`src/rtl/mem_bank_scan_reader.sv`:
```
// mem_bank_scan_reader: walks every bank/address of a multi-bank memory and streams the words out tagged on ready/valid.
// Defining MEM_SCAN_READER_ABORT_EN adds an abort input that cancels a scan in flight.
module mem_bank_scan_reader #(
  parameter int NUM_BANKS    = 2,
  parameter int DEPTH        = 18,
  parameter int DATA_WIDTH   = 16,
  parameter int OUTPUT_DELAY = 1,
  parameter int BANK_WIDTH   = $clog2(NUM_BANKS),
  parameter int ADDR_WIDTH   = $clog2(DEPTH)
) (
  input  logic                  clk,
  input  logic                  reset_n,
  input  logic                  start,
`ifdef MEM_SCAN_READER_ABORT_EN
  input  logic                  abort,
`endif
  output logic                  busy,
  output logic                  done,
  output logic                  mem_reb,
  output logic [BANK_WIDTH-1:0] mem_bankb,
  output logic [ADDR_WIDTH-1:0] mem_addrb,
  input  logic [DATA_WIDTH-1:0] mem_dob,
  output logic                  out_valid,
  input  logic                  out_ready,
  output logic [DATA_WIDTH-1:0] out_data,
  output logic [BANK_WIDTH-1:0] out_bank,
  output logic [ADDR_WIDTH-1:0] out_addr,
  output logic                  out_last
);
  localparam int FD = OUTPUT_DELAY + 2;
  localparam int CW = $clog2(FD + 1);
  typedef enum logic [1:0] {IDLE, SCAN, DRAIN, DONE} state_t;
  typedef struct packed {
    logic                  v;
    logic                  last;
    logic [BANK_WIDTH-1:0] bank;
    logic [ADDR_WIDTH-1:0] addr;
  } tag_t;
  typedef struct packed {
    logic                  last;
    logic [BANK_WIDTH-1:0] bank;
    logic [ADDR_WIDTH-1:0] addr;
    logic [DATA_WIDTH-1:0] data;
  } ent_t;
  state_t state, state_n;
  logic [BANK_WIDTH-1:0] bank_c, rd_bank;
  logic [ADDR_WIDTH-1:0] addr_c, rd_addr;
  tag_t tg [OUTPUT_DELAY+1];
  ent_t q [FD];
  ent_t q_sh [FD];
  logic [CW-1:0] count, infl;
  logic ab, addr_end, is_last, issue, push, pop;
`ifdef MEM_SCAN_READER_ABORT_EN
  assign ab = abort && (state == SCAN || state == DRAIN);
`else
  assign ab = 1'b0;
`endif
  // tg[0] is the memory read port itself; tg[OUTPUT_DELAY] lines up with mem_dob
  always_comb begin
    infl = '0;
    for (int i = 0; i <= OUTPUT_DELAY; i++) infl = infl + CW'(tg[i].v);
    q_sh[FD-1] = q[FD-1];
    for (int i = 0; i < FD - 1; i++) q_sh[i] = q[i+1];
  end
  always_comb begin
    rd_bank = (state == IDLE) ? '0 : bank_c;
    rd_addr = (state == IDLE) ? '0 : addr_c;
    addr_end = rd_addr == ADDR_WIDTH'(DEPTH - 1);
    is_last = addr_end && rd_bank == BANK_WIDTH'(NUM_BANKS - 1);
    pop = out_valid && out_ready;
    push = tg[OUTPUT_DELAY].v && !ab;
    issue = (state == IDLE) ? start : state == SCAN && !ab && int'(count) + int'(infl) - int'(pop) < FD;
    state_n = ab ? DONE : issue ? (is_last ? DRAIN : SCAN) :
              (state == DRAIN && pop && out_last) ? DONE : (state == DONE) ? IDLE : state;
  end
  always_ff @(posedge clk or negedge reset_n)
    if (!reset_n) state <= IDLE;
    else state <= state_n;
  always_ff @(posedge clk or negedge reset_n)
    if (!reset_n) begin
      bank_c <= '0;
      addr_c <= '0;
      count <= '0;
      for (int i = 0; i <= OUTPUT_DELAY; i++) tg[i] <= '0;
      for (int i = 0; i < FD; i++) q[i] <= '0;
    end else begin
      if (issue) begin
        addr_c <= addr_end ? '0 : rd_addr + 1'b1;
        bank_c <= addr_end ? rd_bank + 1'b1 : rd_bank;
      end
      tg[0] <= issue ? {1'b1, is_last, rd_bank, rd_addr} : {2'b00, tg[0].bank, tg[0].addr};
      for (int i = 1; i <= OUTPUT_DELAY; i++) tg[i] <= ab ? '0 : tg[i-1];
      count <= ab ? '0 : count + CW'(push) - CW'(pop);
      for (int i = 0; i < FD; i++)
        if (push && int'(count) - int'(pop) == i)
          q[i] <= {tg[OUTPUT_DELAY].last, tg[OUTPUT_DELAY].bank, tg[OUTPUT_DELAY].addr, mem_dob};
        else if (pop) q[i] <= q_sh[i];
    end
  assign busy = state == SCAN || state == DRAIN;
  assign done = state == DONE;
  assign mem_reb = tg[0].v;
  assign mem_bankb = tg[0].bank;
  assign mem_addrb = tg[0].addr;
  assign out_valid = count != '0;
  assign out_data = q[0].data;
  assign out_bank = q[0].bank;
  assign out_addr = q[0].addr;
  assign out_last = out_valid && q[0].last;
  a_no_overflow: assert property (@(posedge clk) disable iff (!reset_n) !(push && !pop && int'(count) == FD));
endmodule

```
`config.mk`:
```
export PLATFORM = sky130hd
export DESIGN_NAME = mem_bank_scan_reader
export DESIGN_NICKNAME = d
export VERILOG_FILES = /design/src/rtl/mem_bank_scan_reader.sv
export SDC_FILE = /design/constraint.sdc
export NUM_CORES = 1
export LEC_CHECK = 0
export BUFFER_PORTS_ARGS = -buffer_cell sky130_fd_sc_hd__buf_4
export CAP_MARGIN = 0
export CORE_MARGIN = 4
export CORE_UTILIZATION = 25
export DETAILED_ROUTE_END_ITERATION = 10
export PLACE_DENSITY = 0.5
export SYNTH_ARGS = -nofsm -noshare
export SYNTH_HDL_FRONTEND = slang
export SYNTH_SLANG_ARGS = --single-unit
```
`constraint.sdc`:
```
create_clock -name clk -period 4.94 [get_ports clk]
set_input_delay 0.494 -clock clk [delete_from_list [all_inputs] [get_ports clk]]
set_output_delay 0.494 -clock clk [all_outputs]
set_load 0.02 [all_outputs]
```
==> flow_summary.json <==
{
  "die_h_um": 142.3,
  "grt_usage": 0.09454,
  "die_w_um": 142.3,
  "rows": 48,
  "critical_path_class": "flip-flop to flip-flop",
  "antenna_found_initial": 0,
  "hold_viol": 0,
  "postRouteAntennaNets": 0,
  "worst_pin_slew_ns": 0.8395,
  "start_util": 0.2580,
  "crit_fanout": 8,
  "critPathLaunchType": "flip-flop",
  "wl_um": 9018,
  "p_leak_uw": 0.002492,
  "worst_setup_path_end_kind": "flip-flop",
  "fmax_mhz": 296.7,
  "ys_seq_area_frac": 0.5272,
  "grt_pass1_vias": 2932,
  "crit_start": "count[1]$_DFF_PN0_",
  "synth.avg_cell_area_um2": 11.53,
  "grt_pass1_wl_um": 15210,
  "die_area_um2": 20250,
  "synth_cell_type_count": 40,
  "nets": 452,
  "cts_tree": "built",
  "drt_iter0_drc": 155,
  "netlist_area_um2": 4509,
  "drive_above_1_share": 0.2512,
  "clk_latency_ns": 0.34,
  "dp_cells": 631,
  "crit_chain": "or2_1 > nand2_2 > inv_1 > ha_1 > fa_1 > fa_1 > xor2_1 > a2bb2oi_2 > o21ai_2 > mux2_1",
  "grt_max_degree": 53,
  "holdBufCountCts": 0,
  "clock-sinks": 95,
  "power.density_nw_per_um2": 724.3,
  "ios": 53,
  "dr.pass1.iters": 4,
  "synth-seq-cells": 95,
  "syn_to_final_growth_pct": 16.81,
  "syn_nets": 426,
  "cpPeakStageDelay_ns": 0.45,
  "cts.htree.levels": 3,
  "arrival_ns": 3.59,
  "reg2reg_from": "count[1]$_DFF_PN0_",
  "vias_per_cell": 4.291,
  "slew_violations": 0,
  "cts_setup_buffers": 0,
  "grt_setup_unrepaired": "no",
  "place.detailed.hpwl_um": 6041,
  "stdcell_count": 647,
  "fin_tns_setup_ns": 0,
  "outcome": "completed",
  "rrSetupSlack_ns": 1.57,
  "path_clk_slew_ns": 0.07,
  "coreArea_um2": 17480,
  "finalCritPeriodShare": 0.6823,
  "portBuffers": 52,
  "r2r-end": "state[1]$_DFFE_PN0P_",
  "cts-buffers-inserted": 9,
  "root_buffer": "clkbuf_16",
  "slew_headroom": 0.4404,
  "grt-ovfl-total": 0,
  "finalClockSkew_ns": 0.003870,
  "drv_cap": 0,
  "vias": 2776,
  "slowest_stage": "dfrtp_1",
  "place.gp.congestion": 0.8044,
  "ff2ff_path_depth": 10,
  "num_antenna_cells": 0,
  "drc": 0,
  "layout_min_cycle_time_ns": 3.371,
  "finalSetupViolations": 0,
  "hp-class": "primary input to asynchronous set/reset pin",
  "cpMostUsedCell": "fa_1",
  "worstPathRequired_ns": 5.16,
  "ir_worst_vdd_mv": 0.4470,
  "drt-wirelength-per-cell_um": 13.94,
  "num-fill-cells": 1762,
  "synthCells": 391,
  "synth_warnings": 0,
  "clockBufferDepth": 2,
  "cts_resized": 0
}
[worst max-delay path by stage]
stage / to / slack, ns / cells past startpoint
after floorplan: addr_c[1]$_DFFE_PN0P_ / 1.53 / 11
after global placement: addr_c[1]$_DFFE_PN0P_ / 1.68 / 10
after detailed placement: state[1]$_DFFE_PN0P_ / 1.56 / 10
after CTS: state[1]$_DFFE_PN0P_ / 1.54 / 10
after global routing: addr_c[4]$_DFFE_PN0P_ / 1.39 / 10
final: state[1]$_DFFE_PN0P_ / 1.57 / 10
[per-layer routing]
layer  GRT usage  wire length (um)  share of wire  vias up
li1            -                 -              -     1363
met4     0.03352               106          0.012        0
met5           0                 0              0        -
met1      0.1238              4293           0.48     1351
met3     0.03091               481          0.053       11
met2      0.1471              4137           0.46       51
[critical path: cells and delay by family (launching register included)]
family | cells | cell delay [ns]
adders and majority gates | 3 | 1.22
DFF | 1 | 0.45
and+or+nand+nor | 2 | 0.37
AOI/OAI and AO/OA | 2 | 0.57
buffers and inverters | 1 | 0.08
xor gates and xnor gates | 1 | 0.18
muxes | 1 | 0.37
[cell usage in the layout (no fill, tap or decap), types with 2 or more instances in the layout]
cell / Yosys / routed
dfrtp_1: 95 / 95
o21ai_1: 46 / 46
xnor2_1: 2 / 2
nand2b_1: 4 / 4
nand2_1: 57 / 56
o21ai_0: 2 / 2
mux2i_1: 53 / 53
buf_4: 29 / 58
mux2_2: 23 / 23
inv_1: 14 / 14
mux2_1: 4 / 4
nor2_1: 6 / 6
bufinv_16: 0 / 2
a21oi_1: 2 / 2
ha_1: 13 / 13
or4_1: 2 / 2
and2_1: 2 / 2
clkinvlp_4: 0 / 3
o211ai_1: 2 / 2
fa_1: 2 / 2
clkbuf_16: 0 / 9
[power by group]
| part | switching, uW | internal [uW] |
|---|---|---|
| Clock | 304 | 444 |
| Combinational | 918 | 786 |
| Sequential | 214 | 1150 |
[final cells by class]
class                           count  area (um2)  area share
Clock buffer                        9       225.2     0.04276
Clock inverter                      7       96.34     0.01829
Inverter                           16       62.56     0.01188
Multi-Input combinational cell    237        1789      0.3397
Sequential cell                    95        2377      0.4513
Tap cell                          225       281.5     0.05344
Timing Repair Buffer               58       435.4     0.08266
[state kept, by name, summed over array words and instances, names as in the netlist]
name,count
q,47
out_data,16
tg,8
addr_c,5
mem_addrb,5
out_addr,5
count,2
state,2
bank_c,1
mem_bankb,1
mem_reb,1
out_bank,1
push,1
[metrics by stage]
stage | instance area (um2) | hold slack [ns] | total power, uW | setup slack (ns) | utilization
global placement | 4946 | 0.3371 | 3041 | 1.678 | 0.2830
global route | 5268 | 0.1934 | 4117 | 1.389 | 0.3014
detailed placement | 4946 | 0.3396 | 3120 | 1.562 | 0.2830
finish | 5268 | 0.1430 | 3815 | 1.569 | 0.3014
floorplan | 4509 | 0.1984 | 2749 | 1.533 | -
CTS | 5268 | 0.1571 | 3891 | 1.536 | 0.3014
[kinds of logic after synthesis]
| family | Yosys count | share of synthesized area |
|---|---|---|
| XOR/XNOR | 3 | 0.005828 |
| flip-flops | 95 | 0.5272 |
| AO/OA/AOI/OAI | 60 | 0.07547 |
| multiplexers | 80 | 0.1851 |
| AND/OR/NAND/NOR | 79 | 0.08490 |
| buffers and inverters | 59 | 0.07658 |
| adder cells (fa/ha/maj) | 15 | 0.04495 |
[Yosys cell counts]
master | count | area [um2]
and2_1 | 2 | 12.51
buf_2 | 4 | 20.02
inv_1 | 14 | 52.55
buf_4 | 29 | 217.7
o22ai_1 | 1 | 6.260
o21ai_0 | 2 | 10.01
ha_1 | 13 | 162.7
o211ai_1 | 2 | 15.01
nand2_1 | 57 | 214.0
nor4_4 | 1 | 21.27
o31a_1 | 1 | 8.760
inv_2 | 1 | 3.750
a41o_1 | 1 | 10.01
mux2_2 | 23 | 259.0
a2bb2oi_2 | 1 | 15.01
nor4b_4 | 1 | 23.77
buf_6 | 1 | 11.26
mux2_1 | 4 | 45.04
nand4bb_1 | 1 | 11.26
clkbuf_1 | 9 | 33.78
nor2_2 | 1 | 6.260
or4_4 | 1 | 11.26
o22a_1 | 1 | 8.760
nor2_1 | 6 | 22.52
mux2i_1 | 53 | 530.5
dfrtp_1 | 95 | 2377
o311ai_1 | 1 | 8.760
or4_1 | 2 | 15.01
xor2_1 | 1 | 8.760
nand4b_1 | 1 | 8.760
o21ai_2 | 1 | 8.760
fa_1 | 2 | 40.04
inv_4 | 1 | 6.260
nand2b_1 | 4 | 25.02
xnor2_1 | 2 | 17.52
a21oi_1 | 2 | 10.01
or2_1 | 1 | 6.260
a2bb2oi_1 | 1 | 8.760
nor3_1 | 1 | 5.000
o21ai_1 | 46 | 230.2
Power figures use the tool's default switching activity.
